$ cat src/rtl/seg_digit_sequencer_if.sv
// Bundle of the handshake, value and display signals of seg_digit_sequencer.
// The master side (value source / testbench) drives start, value and repeat_en;
// the slave side (the sequencer) drives busy, done and the 7-segment outputs.
interface seg_digit_sequencer_if #(
   parameter int DIGITS = 4
);
   localparam int IW = (DIGITS > 1) ? $clog2(DIGITS) : 1;

   logic                  start;
   logic [4*DIGITS-1:0]   value;
   logic                  repeat_en;
   logic                  busy;
   logic                  done;
   logic [6:0]            segments;
   logic                  dp;
   logic [IW-1:0]         digit_idx;

   modport master (
      output start, value, repeat_en,
      input  busy, done, segments, dp, digit_idx
   );

   modport slave (
      input  start, value, repeat_en,
      output busy, done, segments, dp, digit_idx
   );
endinterface

$ cat src/rtl/seg_digit_sequencer.sv
// Time-multiplexes a multi-digit BCD value onto a single 7-segment display.
// Digits are shown most significant first, each lit for SHOW_TICKS cycles,
// separated by GAP_TICKS blank cycles, with PAUSE_TICKS blank cycles after the
// last digit. Leading zeros can be skipped; the value is held in a shadow
// register so that changes at the source do not disturb a running sequence.
module seg_digit_sequencer #(
   parameter int DIGITS         = 4,
   parameter int SHOW_TICKS     = 100,
   parameter int GAP_TICKS      = 20,
   parameter int PAUSE_TICKS    = 200,
   parameter int SUPPRESS_ZEROS = 1
) (
   input logic                   clk,
   input logic                   rst,
   seg_digit_sequencer_if.slave  bus
);

   localparam int IW      = (DIGITS > 1) ? $clog2(DIGITS) : 1;
   localparam int MAXT_SG = (SHOW_TICKS > GAP_TICKS) ? SHOW_TICKS : GAP_TICKS;
   localparam int MAXT    = (MAXT_SG > PAUSE_TICKS) ? MAXT_SG : PAUSE_TICKS;
   localparam int TW      = (MAXT > 0) ? $clog2(MAXT + 1) : 1;

   // The timer is loaded with (length - 1) on entry and the state ends when it reads zero.
   localparam logic [TW-1:0] SHOW_LOAD  = TW'(SHOW_TICKS - 1);
   localparam logic [TW-1:0] GAP_LOAD   = TW'(GAP_TICKS - 1);
   localparam logic [TW-1:0] PAUSE_LOAD = TW'(PAUSE_TICKS - 1);

   typedef enum logic [1:0] {
      IDLE  = 2'd0,
      SHOW  = 2'd1,
      GAP   = 2'd2,
      PAUSE = 2'd3
   } state_t;

   state_t              state_q, state_d;
   logic [TW-1:0]       timer_q, timer_d;
   logic [IW-1:0]       idx_q, idx_d;
   logic [4*DIGITS-1:0] shadow_q, shadow_d;
   logic                busy_q, busy_d;
   logic                done_q, done_d;
   logic [6:0]          segments_q, segments_d;
   logic                dp_q, dp_d;

   // Segment pattern for one digit; anything above 9 shows a dash.
   function automatic logic [6:0] decode(input logic [3:0] d);
      logic [6:0] s;
      s = 7'h40;
      case (d)
         4'h0:    s = 7'h3F;
         4'h1:    s = 7'h06;
         4'h2:    s = 7'h5B;
         4'h3:    s = 7'h4F;
         4'h4:    s = 7'h66;
         4'h5:    s = 7'h6D;
         4'h6:    s = 7'h7D;
         4'h7:    s = 7'h07;
         4'h8:    s = 7'h7F;
         4'h9:    s = 7'h6F;
         default: s = 7'h40;
      endcase
      return s;
   endfunction

   // Picks the nibble of v selected by idx.
   function automatic logic [3:0] digit_at(input logic [4*DIGITS-1:0] v,
                                           input logic [IW-1:0] idx);
      logic [3:0] d;
      d = 4'h0;
      for (int i = 0; i < DIGITS; i++) begin
         if (idx == IW'(i)) begin
            d = v[4*i +: 4];
         end
      end
      return d;
   endfunction

   // Index of the first digit to show: the top digit, or with suppression the
   // most significant non-zero digit (non-BCD nibbles count as non-zero),
   // falling back to digit 0 when every digit is zero.
   function automatic logic [IW-1:0] first_idx(input logic [4*DIGITS-1:0] v);
      logic [IW-1:0] r;
      r = '0;
      if (SUPPRESS_ZEROS != 0) begin
         for (int i = 0; i < DIGITS; i++) begin
            if (v[4*i +: 4] != 4'h0) begin
               r = IW'(i);
            end
         end
      end else begin
         r = IW'(DIGITS - 1);
      end
      return r;
   endfunction

   // State register and all registered outputs; reset returns everything to a blank idle display.
   always_ff @(posedge clk) begin
      if (rst) begin
         state_q    <= IDLE;
         timer_q    <= '0;
         idx_q      <= '0;
         shadow_q   <= '0;
         busy_q     <= 1'b0;
         done_q     <= 1'b0;
         segments_q <= 7'h00;
         dp_q       <= 1'b0;
      end else begin
         state_q    <= state_d;
         timer_q    <= timer_d;
         idx_q      <= idx_d;
         shadow_q   <= shadow_d;
         busy_q     <= busy_d;
         done_q     <= done_d;
         segments_q <= segments_d;
         dp_q       <= dp_d;
      end
   end

   // Next-state logic; outputs are derived from the next state so that they line up with it once registered.
   always_comb begin
      state_d  = state_q;
      timer_d  = timer_q;
      idx_d    = idx_q;
      shadow_d = shadow_q;
      done_d   = 1'b0;

      case (state_q)
         IDLE: begin
            if (bus.start) begin
               shadow_d = bus.value;
               idx_d    = first_idx(bus.value);
               timer_d  = SHOW_LOAD;
               state_d  = SHOW;
            end
         end

         SHOW: begin
            if (timer_q == '0) begin
               if (idx_q == '0) begin
                  timer_d = PAUSE_LOAD;
                  state_d = PAUSE;
               end else begin
                  timer_d = GAP_LOAD;
                  state_d = GAP;
               end
            end else begin
               timer_d = timer_q - TW'(1);
            end
         end

         GAP: begin
            if (timer_q == '0) begin
               idx_d   = idx_q - IW'(1);
               timer_d = SHOW_LOAD;
               state_d = SHOW;
            end else begin
               timer_d = timer_q - TW'(1);
            end
         end

         PAUSE: begin
            if (timer_q == '0) begin
               done_d = 1'b1;
               if (bus.repeat_en) begin
                  shadow_d = bus.value;
                  idx_d    = first_idx(bus.value);
                  timer_d  = SHOW_LOAD;
                  state_d  = SHOW;
               end else begin
                  timer_d = '0;
                  state_d = IDLE;
               end
            end else begin
               timer_d = timer_q - TW'(1);
            end
         end

         default: begin
            timer_d = '0;
            state_d = IDLE;
         end
      endcase

      busy_d     = (state_d != IDLE);
      segments_d = (state_d == SHOW) ? decode(digit_at(shadow_d, idx_d)) : 7'h00;
      dp_d       = (state_d == SHOW) && (idx_d == '0);
   end

   // Drive the interface straight from the registers.
   always_comb begin
      bus.busy      = busy_q;
      bus.done      = done_q;
      bus.segments  = segments_q;
      bus.dp        = dp_q;
      bus.digit_idx = idx_q;
   end

endmodule
$ cat src/flat_wrapper.sv
// flat-port wrapper written by rule: the top's interface ports become plain ports
module seg_digit_sequencer_flat 
#(
   parameter int DIGITS         = 4,
   parameter int SHOW_TICKS     = 100,
   parameter int GAP_TICKS      = 20,
   parameter int PAUSE_TICKS    = 200,
   parameter int SUPPRESS_ZEROS = 1
)
  (clk, rst, bus_start, bus_value, bus_repeat_en, bus_busy, bus_done, bus_segments, bus_dp, bus_digit_idx);
  seg_digit_sequencer_if #(.DIGITS(DIGITS)) bus_i ();
  input logic clk;
  input logic rst;
  input wire logic [$bits(bus_i.start)-1:0] bus_start;
  input wire logic [$bits(bus_i.value)-1:0] bus_value;
  input wire logic [$bits(bus_i.repeat_en)-1:0] bus_repeat_en;
  output wire logic [$bits(bus_i.busy)-1:0] bus_busy;
  output wire logic [$bits(bus_i.done)-1:0] bus_done;
  output wire logic [$bits(bus_i.segments)-1:0] bus_segments;
  output wire logic [$bits(bus_i.dp)-1:0] bus_dp;
  output wire logic [$bits(bus_i.digit_idx)-1:0] bus_digit_idx;
  assign bus_i.start = bus_start;
  assign bus_i.value = bus_value;
  assign bus_i.repeat_en = bus_repeat_en;
  assign bus_busy = bus_i.busy;
  assign bus_done = bus_i.done;
  assign bus_segments = bus_i.segments;
  assign bus_dp = bus_i.dp;
  assign bus_digit_idx = bus_i.digit_idx;
  seg_digit_sequencer #(.DIGITS(DIGITS), .SHOW_TICKS(SHOW_TICKS), .GAP_TICKS(GAP_TICKS), .PAUSE_TICKS(PAUSE_TICKS), .SUPPRESS_ZEROS(SUPPRESS_ZEROS)) u_core (.clk(clk), .rst(rst), .bus(bus_i));
endmodule
$ cat config.mk
export PLATFORM = sky130hd
export DESIGN_NAME = seg_digit_sequencer_flat
export DESIGN_NICKNAME = d
export VERILOG_FILES = /design/src/rtl/seg_digit_sequencer_if.sv /design/src/rtl/seg_digit_sequencer.sv /design/src/flat_wrapper.sv
export SDC_FILE = /design/constraint.sdc
export NUM_CORES = 1
export LEC_CHECK = 0
export CAP_MARGIN = 20
export CORE_UTILIZATION = 25
export DETAILED_ROUTE_END_ITERATION = 6
export DONT_BUFFER_PORTS = 1
export GPL_TIMING_DRIVEN = 0
export PLACE_DENSITY = 0.37
export SYNTH_ARGS = -nofsm -noshare
export SYNTH_HDL_FRONTEND = slang
export SYNTH_SLANG_ARGS = --single-unit
$ cat constraint.sdc
create_clock -name clk -period 4.6 [get_ports clk]
set_input_delay 0.69 -clock clk [delete_from_list [all_inputs] [get_ports clk]]
set_output_delay 0.69 -clock clk [all_outputs]
set_load 0.02 [all_outputs]
==> impl_metrics.toml <==
[power_and_ir_drop]
finalPower_mw = 1.03
p_leak_nw = 0.965
ir_drop_mv = 0.117
power.density_mw_per_mm2 = 446

[sta]
relSlewSlack = 0.604
min_period_over_period = 0.802
final.setup.tns_ns = 0
grt_setup_unrepaired = "false"
fin_skew_ns = 0.00850
setup_viol = 0
setup_ws_ns = 0.913
hold_viol = 0
clock.fmax_ghz = 0.271
slew_viol_final = 0
min_period_ns = 3.69
tightest_slew_ns = 0.592

[finish]
fin_util = 0.292
antenna_cells = 0
drive_gt1_frac = 0.102
final_common_cell = "dfxtp_1"
final_cell_mix = "38 x dfxtp_1, 27 x nor2_1, 18 x a21oi_1"
layout.nets = 276
syn_to_final_growth_pct = 10.7

[routing]
wirelength_um = 5500
firstDrtPassIters = 4
drt_iter0_markers = 60
ant_nets = 0
dr_total_vias = 1760
drt-wirelength-per-cell_um = 15.9
drcViolationCount = 0
detail_route.vias_per_cell = 5.07

[placed_design]
pre_cts_ws_ns = 0.923
gp_congestion = 0.724
dpl.hpwl_um = 4030
portBuffers = 0

[yosys]
synth_seq_area_share = 0.366
syn_area_mm2 = 0.00208
synth_nets = 269
synth_top_flop_cell = "dfxtp_1"
ys_seq_elements = 38
async_flop_share = 0
avgSynthCellArea_um2 = 8.76
synth_edf_count = 0
yosys_warnings = 0
synthDistinctLibCells = 50
syn_inst = 237

[clock_tree]
cts_resized = 0
cts.clk_slew.worst_paths_ns = 0.09
cts_buffers = 5
cts_setup_buffers = 0
cts_hold_buf = 0
htreeDepth = 2
clockRootBuffer = "clkbuf_8"
worstSkewPairLatency_ns = 0.29
clockBufferDepth = 2
cts_sinks = 38
cts_tree = "built"

[worst_hold_path]
hold_end = "u_core.shadow_q[6]"
whs_path_depth = 2
holdCritPathClass = "flop to flop"
worstHoldStart = "u_core.shadow_q[6]"

[setup_path]
startpoint = "u_core.timer_q[0]"
reg2regPathDepth = 13
crit_required_ns = 4.83
worstSetupEndpointType = "flop"
cp_max_fo = 10
reg2reg_from = "u_core.timer_q[0]"
worstReg2RegEnd = "u_core.bus.segments[3]"
worstSetupStartpointType = "flop"
r2r_slack_ns = 0.91
cp_data_arrival_time_ns = 3.91
critPathKind = "flop to flop"

[global_routing]
grt-ovfl-total = 0
grt_pass1_wl_um = 8980
grt_max_degree = 13
grt_util_all_layers = 0.134
grt_pass1_vias = 1666
antenna_found_initial = 0

[flow_run]
cap_violations = 0

[run_status]
status = "completed"

[floorplan]
start_util = 0.263
die_w_um = 93.2
fp.dieH_um = 93.2
dieArea_mm2 = 0.00868
rows = 32
io_pins = 32
core_mm2 = 0.00789
## Yosys cell counts, drive strengths merged, types with 3 or more instances
master | n | area share
a21oi | 18 | 0.043
a22oi | 16 | 0.058
clkbuf | 8 | 0.014
nand3 | 5 | 0.012
mux2 | 8 | 0.045
dfxtp | 38 | 0.37
a21o | 7 | 0.025
o22a | 3 | 0.013
nor3 | 6 | 0.014
nand2b | 5 | 0.015
mux2i | 10 | 0.048
nand2 | 10 | 0.018
buf | 5 | 0.019
or3 | 4 | 0.014
nor2 | 27 | 0.049
o21ai | 11 | 0.027
inv | 11 | 0.020
ha | 12 | 0.072
nor4 | 4 | 0.015
## through the flow
step,cell area [um^2],cells,hold slack (ns)
3_5_place_dp,2200,339,0.494
4_1_cts,2300,347,0.513
5_1_grt,2300,347,0.524
6_report,2300,347,0.507
2_1_floorplan,2080,237,0.467
3_3_place_gp,2200,339,0.483
## state kept, by name, summed over array words and instances, names as in the netlist
name / flops
u_core.bus.busy: 1
u_core.bus.digit_idx: 2
u_core.bus.done: 1
u_core.bus.dp: 1
u_core.bus.segments: 7
u_core.shadow_q: 16
u_core.state_q: 2
u_core.timer_q: 8
## worst max-delay path by stage
stage	cells past startpoint	endpoint	slack, ns
floorplan	13	u_core.bus.segments[3]	1.39
global placement	10	u_core.bus.segments[3]	0.93
detailed placement	10	u_core.bus.segments[3]	0.92
CTS	13	u_core.bus.segments[3]	0.91
global route	13	u_core.bus.segments[3]	0.66
finish	13	u_core.bus.segments[3]	0.91
## kinds of logic (layout without fill, tap and decap cells)
family | Yosys count | after routing | share of synthesized area
adder cells (fa/ha/maj) | 12 | 12 | 0.0723
buffers and inverters | 24 | 32 | 0.0536
AND/OR/NAND/NOR | 74 | 74 | 0.187
multiplexers | 18 | 18 | 0.0934
flip-flops | 38 | 38 | 0.366
AO/OA/AOI/OAI | 71 | 71 | 0.227
## worst max-delay path, cell delays in order, from the launching register on
cell,delay (ns)
dfxtp_1,0.35
inv_1,0.09
ha_1,0.15
buf_4,0.15
nor4bb_1,0.35
a32oi_1,0.23
nor2_1,0.52
buf_2,0.34
a22oi_1,0.12
mux2_2,0.28
mux2_2,0.35
ha_1,0.32
mux2_2,0.26
o21ai_1,0.11
## layer usage
| metal | vias to the layer above | part of all wire | track usage |
|---|---|---|---|
| met4 | 0 | 0.0087 | 0.0385 |
| li1 | 877 | - | - |
| met1 | 835 | 0.51 | 0.193 |
| met3 | 4 | 0.071 | 0.0423 |
| met5 | - | 0 | 0 |
| met2 | 44 | 0.41 | 0.190 |
## final cells by class
cell class	instances	area (um^2)
fill	841	5590
multi-input combinational	175	1200
sequential	38	761
tap	102	128
clock buffer	6	82.6
buffer	13	70.1
inverter	11	41.3
clock inverter	2	12.5
## power breakdown
group	internal, mW	switching [mW]	leakage (nW)
Clock	0.121	0.130	0.0472
Sequential	0.374	0.0545	0.312
Combinational	0.148	0.199	0.606
Power figures use the tool's default switching activity.
